<file path="config.mk">
export PLATFORM = sky130hd
export DESIGN_NAME = vga_line_plotter_flat
export DESIGN_NICKNAME = d
export VERILOG_FILES = /design/src/rtl/vga_line_plotter_if.sv /design/src/rtl/vga_line_plotter.sv /design/src/flat_wrapper.sv
export SDC_FILE = /design/constraint.sdc
export NUM_CORES = 1
export LEC_CHECK = 0
export ABC_AREA = 1
export BUFFER_PORTS_ARGS = -buffer_cell sky130_fd_sc_hd__buf_4
export CAP_MARGIN = 25
export CORE_MARGIN = 5
export CORE_UTILIZATION = 54
export CTS_CLUSTER_SIZE = 40
export DETAILED_ROUTE_END_ITERATION = 10
export PLACE_DENSITY_LB_ADDON = 0.25
export SLEW_MARGIN = 0
export SYNTH_ARGS = -nofsm -noshare
export SYNTH_HDL_FRONTEND = slang
export SYNTH_SLANG_ARGS = --single-unit
</file>
<file path="constraint.sdc">
create_clock -name vga_clock -period 6.8 [get_ports vga_clock]
set_input_delay 0.34 -clock vga_clock [delete_from_list [all_inputs] [get_ports vga_clock]]
set_output_delay 0.34 -clock vga_clock [all_outputs]
set_load 0.005 [all_outputs]
</file>
<file path="src/rtl/vga_line_plotter_if.sv">
// rtl/vga_line_plotter_if.sv - request/pixel-write bundle for the line plotter
//
// Ports (signals):
//   start      request strobe, only honoured while the plotter is idle
//   x0,y0      first endpoint;  x1,y1  second endpoint
//   colour_in  colour for the whole line
//   x,y        current pixel;  colour  latched line colour
//   plot       pixel write strobe;  busy  line in progress;  done  completion pulse
// Modports: master = requester side, slave = plotter side.
interface vga_line_plotter_if #(
  parameter int XW = 8,
  parameter int YW = 7,
  parameter int CW = 6
) ();
  logic          start;
  logic [XW-1:0] x0;
  logic [XW-1:0] x1;
  logic [YW-1:0] y0;
  logic [YW-1:0] y1;
  logic [CW-1:0] colour_in;
  logic [XW-1:0] x;
  logic [YW-1:0] y;
  logic [CW-1:0] colour;
  logic          plot;
  logic          busy;
  logic          done;

  modport master (
    output start, x0, x1, y0, y1, colour_in,
    input  x, y, colour, plot, busy, done
  );

  modport slave (
    input  start, x0, x1, y0, y1, colour_in,
    output x, y, colour, plot, busy, done
  );
endinterface

</file>
<file path="src/rtl/vga_line_plotter.sv">
// rtl/vga_line_plotter.sv - Bresenham line walker emitting one framebuffer write per clock
//
// Ports:
//   vga_clock  system clock, rising edge
//   reset      synchronous active-high reset
//   bus        vga_line_plotter_if.slave: line request in, pixel writes out
module vga_line_plotter #(
  parameter string RESOLUTION              = "160x120",
  parameter int    BITS_PER_COLOUR_CHANNEL = 2,
  parameter string MONOCHROME              = "FALSE"
) (
  input  logic              vga_clock,
  input  logic              reset,
  vga_line_plotter_if.slave bus
);

  localparam bit HIRES = (RESOLUTION == "320x240");
  localparam int XW    = HIRES ? 9 : 8;
  localparam int YW    = HIRES ? 8 : 7;
  localparam int XMAX  = HIRES ? 320 : 160;
  localparam int YMAX  = HIRES ? 240 : 120;
  localparam int CW    = (MONOCHROME == "TRUE") ? 1 : 3 * BITS_PER_COLOUR_CHANNEL;
  // Error term width: |dx| needs XW bits, plus sign, plus headroom for dx+dy.
  localparam int EW    = XW + 2;

  localparam logic [XW-1:0]        XLIM = XW'(XMAX);
  localparam logic [YW-1:0]        YLIM = YW'(YMAX);
  localparam logic signed [EW-1:0] ZERO = '0;

  typedef enum logic [1:0] {
    S_IDLE,
    S_INIT,
    S_DRAW,
    S_DONE
  } state_t;

  state_t                state_q, state_d;
  logic [XW-1:0]         x0_q, x0_d, x1_q, x1_d;
  logic [YW-1:0]         y0_q, y0_d, y1_q, y1_d;
  logic [CW-1:0]         colour_q, colour_d;
  logic signed [EW-1:0]  dx_q, dx_d, dy_q, dy_d, err_q, err_d;
  logic                  sx_neg_q, sx_neg_d, sy_neg_q, sy_neg_d;
  logic [XW-1:0]         cx_q, cx_d;
  logic [YW-1:0]         cy_q, cy_d;

  logic [XW-1:0]         adx;
  logic [YW-1:0]         ady;
  logic signed [EW-1:0]  adx_e, ady_e;
  logic signed [EW:0]    e2, dx_w, dy_w;
  logic                  step_x, step_y, at_end;

  // Absolute endpoint deltas, computed from the latched request.
  assign adx   = (x1_q >= x0_q) ? (x1_q - x0_q) : (x0_q - x1_q);
  assign ady   = (y1_q >= y0_q) ? (y1_q - y0_q) : (y0_q - y1_q);
  assign adx_e = $signed({2'b00, adx});
  assign ady_e = $signed({{(EW - YW){1'b0}}, ady});

  // e2 = 2*err, one bit wider so the doubling never wraps.
  assign e2     = $signed({err_q, 1'b0});
  assign dx_w   = $signed({dx_q[EW-1], dx_q});
  assign dy_w   = $signed({dy_q[EW-1], dy_q});
  assign step_x = (e2 >= dy_w);
  assign step_y = (e2 <= dx_w);
  assign at_end = (cx_q == x1_q) && (cy_q == y1_q);

  always_ff @(posedge vga_clock) begin
    if (reset) begin
      state_q  <= S_IDLE;
      x0_q     <= '0;
      x1_q     <= '0;
      y0_q     <= '0;
      y1_q     <= '0;
      colour_q <= '0;
      dx_q     <= '0;
      dy_q     <= '0;
      err_q    <= '0;
      sx_neg_q <= 1'b0;
      sy_neg_q <= 1'b0;
      cx_q     <= '0;
      cy_q     <= '0;
    end else begin
      state_q  <= state_d;
      x0_q     <= x0_d;
      x1_q     <= x1_d;
      y0_q     <= y0_d;
      y1_q     <= y1_d;
      colour_q <= colour_d;
      dx_q     <= dx_d;
      dy_q     <= dy_d;
      err_q    <= err_d;
      sx_neg_q <= sx_neg_d;
      sy_neg_q <= sy_neg_d;
      cx_q     <= cx_d;
      cy_q     <= cy_d;
    end
  end

  always_comb begin
    state_d  = state_q;
    x0_d     = x0_q;
    x1_d     = x1_q;
    y0_d     = y0_q;
    y1_d     = y1_q;
    colour_d = colour_q;
    dx_d     = dx_q;
    dy_d     = dy_q;
    err_d    = err_q;
    sx_neg_d = sx_neg_q;
    sy_neg_d = sy_neg_q;
    cx_d     = cx_q;
    cy_d     = cy_q;

    unique case (state_q)
      S_IDLE: begin
        if (bus.start) begin
          x0_d     = bus.x0;
          x1_d     = bus.x1;
          y0_d     = bus.y0;
          y1_d     = bus.y1;
          colour_d = bus.colour_in;
          state_d  = S_INIT;
        end
      end
      S_INIT: begin
        dx_d     = adx_e;
        dy_d     = -ady_e;
        err_d    = adx_e - ady_e;
        // Equal coordinates step "negative", but then that axis never moves.
        sx_neg_d = !(x0_q < x1_q);
        sy_neg_d = !(y0_q < y1_q);
        cx_d     = x0_q;
        cy_d     = y0_q;
        state_d  = S_DRAW;
      end
      S_DRAW: begin
        if (at_end) begin
          state_d = S_DONE;
        end else begin
          // Both axis decisions use the error value from the start of the cycle.
          err_d = err_q + (step_x ? dy_q : ZERO) + (step_y ? dx_q : ZERO);
          if (step_x) cx_d = sx_neg_q ? (cx_q - 1'b1) : (cx_q + 1'b1);
          if (step_y) cy_d = sy_neg_q ? (cy_q - 1'b1) : (cy_q + 1'b1);
        end
      end
      S_DONE: begin
        state_d = S_IDLE;
      end
      default: begin
        state_d = S_IDLE;
      end
    endcase
  end

  // The current point register doubles as the pixel output, so x/y hold
  // their last value whenever no write is being issued.
  assign bus.x      = cx_q;
  assign bus.y      = cy_q;
  assign bus.colour = colour_q;
  assign bus.plot   = (state_q == S_DRAW) && (cx_q < XLIM) && (cy_q < YLIM);
  assign bus.busy   = (state_q != S_IDLE);
  assign bus.done   = (state_q == S_DONE);

endmodule

</file>
<file path="src/flat_wrapper.sv">
// flat-port wrapper written by rule: the top's interface ports become plain ports
module vga_line_plotter_flat 
#(
  parameter string RESOLUTION              = "       ",
  parameter int    BITS_PER_COLOUR_CHANNEL = 2,
  parameter string MONOCHROME              = "     "
)
  (vga_clock, reset, bus_start, bus_x0, bus_x1, bus_y0, bus_y1, bus_colour_in, bus_x, bus_y, bus_colour, bus_plot, bus_busy, bus_done);
  vga_line_plotter_if #(.XW((8)), .YW((7)), .CW((6))) bus_i ();
  input  logic vga_clock;
  input  logic reset;
  input wire logic [$bits(bus_i.start)-1:0] bus_start;
  input wire logic [$bits(bus_i.x0)-1:0] bus_x0;
  input wire logic [$bits(bus_i.x1)-1:0] bus_x1;
  input wire logic [$bits(bus_i.y0)-1:0] bus_y0;
  input wire logic [$bits(bus_i.y1)-1:0] bus_y1;
  input wire logic [$bits(bus_i.colour_in)-1:0] bus_colour_in;
  output wire logic [$bits(bus_i.x)-1:0] bus_x;
  output wire logic [$bits(bus_i.y)-1:0] bus_y;
  output wire logic [$bits(bus_i.colour)-1:0] bus_colour;
  output wire logic [$bits(bus_i.plot)-1:0] bus_plot;
  output wire logic [$bits(bus_i.busy)-1:0] bus_busy;
  output wire logic [$bits(bus_i.done)-1:0] bus_done;
  assign bus_i.start = bus_start;
  assign bus_i.x0 = bus_x0;
  assign bus_i.x1 = bus_x1;
  assign bus_i.y0 = bus_y0;
  assign bus_i.y1 = bus_y1;
  assign bus_i.colour_in = bus_colour_in;
  assign bus_x = bus_i.x;
  assign bus_y = bus_i.y;
  assign bus_colour = bus_i.colour;
  assign bus_plot = bus_i.plot;
  assign bus_busy = bus_i.busy;
  assign bus_done = bus_i.done;
  vga_line_plotter #(.RESOLUTION(RESOLUTION), .BITS_PER_COLOUR_CHANNEL(BITS_PER_COLOUR_CHANNEL), .MONOCHROME(MONOCHROME)) u_core (.vga_clock(vga_clock), .reset(reset), .bus(bus_i));
endmodule
</file>
==> reports/results.txt <==
Post-CTS setup buffers - 0
Chip Width - 124.3 um
Outcome - completed
Worst setup margin - 3113 ps
Vias in the first global route - 6352
GRT Total Usage - 23.58%
Worst setup path class - register to register
Area growth from synthesis to layout - 12.20%
Nets@finish - 1208
Dominant cells by area after synthesis - dfxtp_1 (24%), ha_1 (14%), nand2_1 (10%)
Fin crit share - 54.22%
Top cell type by total area after synthesis - dfxtp_1
Relative slew slack - 47.12%
Setup-failing EPs final - 0
Sequential cell area fraction in the yosys report - 23.55%
Share of post-route cells with drive strength above 1 - 11.41%
Mapped Nets - 1163
Nature of the critical path startpoint - register
Ys async rst share - 0%
Final Max Tran Viols - 0
Final design utilization - 62.22%
TritonRoute pass-1 iters - 5
Top layer used by detailed routing - met4
Htree depth - 3
Worst Setup End Kind - register
Register clock-pin slew on the reported worst setup and hold paths - 70 ps
Netlist cell types - 49
HP Class - primary input to register
Max clock buf depth - 2
Critical path arrival - 3940 ps
Synth Flop Type - dfxtp_1
Antenna violations before repair - 0
Final Hold Fails - 0
CTS Hold Bufs - 0
CTS tree - done
# DRC - 0
Worst Path Required - 7050 ps
Fmax - 271.2 MHz
Global placer's final weighted congestion - 0.9054
Dpl hpwl - 14010 um
Largest net degree at the start of global routing - 69
Total CTS buffers - 9
Worst slew pin tran - 793.2 ps
Synth Area per Inst - 6.863 um2
Highest fanout seen on the critical path - 9
Top delay family on crit path - compound AO/OA/AOI/OAI gates
First-pass GRT wire length - 30550 um
Ys Warns - 0
Synthesized area - 7056 um2
Register bit total from synthesis - 83
Filler Cell Count - 1235
ANT cells - 0
Layout Skew - 7.936 ps
Post-synth EDFFs - 0
CTS resizes - 0
Root cell of the clock tree - clkbuf_16
Final min period - 3687 ps
Crit-path slowest cell - fa_1
Chip height - 124.3 um
Worst stage delay on the critical path - 500 ps
Post-Syn Instances - 1028
Crit path buf inv count - 5
Metal3 WL - 835 um
DRT met1 WL - 8478 um
Full die area - 15450 um2
I/O Pins - 63
Final TNS setup - 0 ps
Total congestion overflow - 0
IO buf count - 62
Routed Antenna Nets - 0
Vias after detailed routing - 6589
Clock Sink Count - 83
MaxCap Viol Count - 0
Vias/cell - 5.271
WL/cell - 14.48 um
Final WL - 18100 um
Hold slack - 229.3 ps
CORE AREA - 12720 um2
Post-synth top area share - 23.55%
Worst skew pair latency - 360 ps
Starting DRT DRC Count - 365
Worst path cell trace - inv_1 > ha_1 > inv_1 > fa_1 > inv_1 > o21ai_1 > nand2_1 > nand3_2 > o21ai_0 > inv_1 > fa_1 > o31ai_1 > nand2_1 > nand2_1 > nor2_1 > a21oi_1 > nand2_1 > nand2_1 > inv_1
Core Rows - 41
Dpl ws - 3142 ps
Initial Util - 55.46%
WL met2 - 8478 um
Unrepaired setup endpoints after global routing - no
==> worst reg2reg max path: cells and delay by family (launching register included) <==
family          cells  cell delay, ps
compound gates      4            1140
simple gates        7             600
buf+inv             5             410
flops               1             340
fa+ha+maj           3            1100
==> cells in the mapped netlist, types with 2 or more instances <==
library cell    n
nand2_1       189
inv_1         161
a21oi_1       119
o21ai_0       103
dfxtp_1        83
ha_1           80
nor2_1         71
nand3_1        36
nand4_1        21
xor2_1         20
clkbuf_1       18
xnor2_1        17
fa_1           16
nand2_2        14
inv_2           8
a31oi_1         6
nor2_2          5
buf_2           4
buf_4           4
o211ai_1        4
o21bai_1        4
o221ai_1        4
nand2_4         3
nand3_2         3
nand3b_1        3
a21o_1          2
a21oi_4         2
buf_6           2
nor2_4          2
nor3_1          2
o21a_1          2
o21ai_1         2
o22ai_1         2
==> sequential cells by signal (all words and copies together) (netlist names) <==
signal	cells
u_core.dx_q	8
u_core.x0_q	8
u_core.x1_q	8
u_core.bus.y	7
u_core.dy_q	10
u_core.y0_q	7
u_core.y1_q	7
u_core.err_q	10
u_core.bus.colour	6
u_core.state_q	2
u_core.sy_neg_q	1
u_core.sx_neg_q	1
u_core.bus.x	8
==> final cells by class <==
| type | instances | area [um2] | area share, % |
|---|---|---|---|
| Tap cell | 172 | 215.2 | 2.719 |
| Multi-Input combinational cell | 744 | 4601 | 58.12 |
| Clock buffer | 10 | 239.0 | 3.019 |
| Sequential cell | 83 | 1662 | 20.99 |
| Inverter | 170 | 638.1 | 8.061 |
| Timing Repair Buffer | 65 | 508.0 | 6.417 |
| Clock inverter | 6 | 53.80 | 0.6796 |
==> path summary, 6_finish.rpt <==
kind,slack (ps),to,cells after the start,start
max,3110,u_core.err_q[8],19,u_core.x1_q[0]
min,230,u_core.bus.colour[5],3,bus_colour_in[5]
max reg2reg,3110,u_core.err_q[8],19,u_core.x1_q[0]
min reg2reg,490,u_core.bus.colour[1],2,u_core.bus.colour[1]
==> routing by layer <==
layer  global-route usage [%]  up-vias
met5                        0        -
met4                    6.383        0
met3                    4.117       24
met2                    39.69      149
met1                    31.14     2981
li1                         -     3435
==> through the flow <==
| stage | instance area (um2) | std cells |
|---|---|---|
| after floorplan | 7056 | 1028 |
| after global placement | 7596 | 1233 |
| after detailed placement | 7624 | 1234 |
| after CTS | 7916 | 1250 |
| after global routing | 7916 | 1250 |
| final | 7916 | 1250 |
==> cell usage in the layout, fill, tap and decap left out, types with 4 or more instances in the layout <==
| cell type | instances |
|---|---|
| nand2_1 | 188 |
| inv_1 | 160 |
| a21oi_1 | 119 |
| o21ai_0 | 103 |
| dfxtp_1 | 83 |
| ha_1 | 80 |
| nor2_1 | 71 |
| buf_4 | 64 |
| nand3_1 | 36 |
| nand4_1 | 21 |
| xor2_1 | 20 |
| xnor2_1 | 17 |
| fa_1 | 16 |
| nand2_2 | 15 |
| clkbuf_16 | 9 |
| inv_2 | 8 |
| a31oi_1 | 6 |
| nor2_2 | 5 |
| o21bai_1 | 4 |
| o221ai_1 | 4 |
| o211ai_1 | 4 |
==> logic make-up (layout without fill, tap and decap cells) <==
logic type,after synthesis,count (layout),share of synthesized area (%)
AND/OR/NAND/NOR,355,355,22.31
AO/OA/AOI/OAI,256,256,19.54
adder cells (fa/ha/maj),96,96,18.73
flip-flops,83,83,23.55
XOR/XNOR,37,37,4.593
buffers and inverters,201,251,11.28
Power is left out: the tool's default activity adds up to more than one toggle a clock period on the data nets, which glitch-free logic cannot reach.
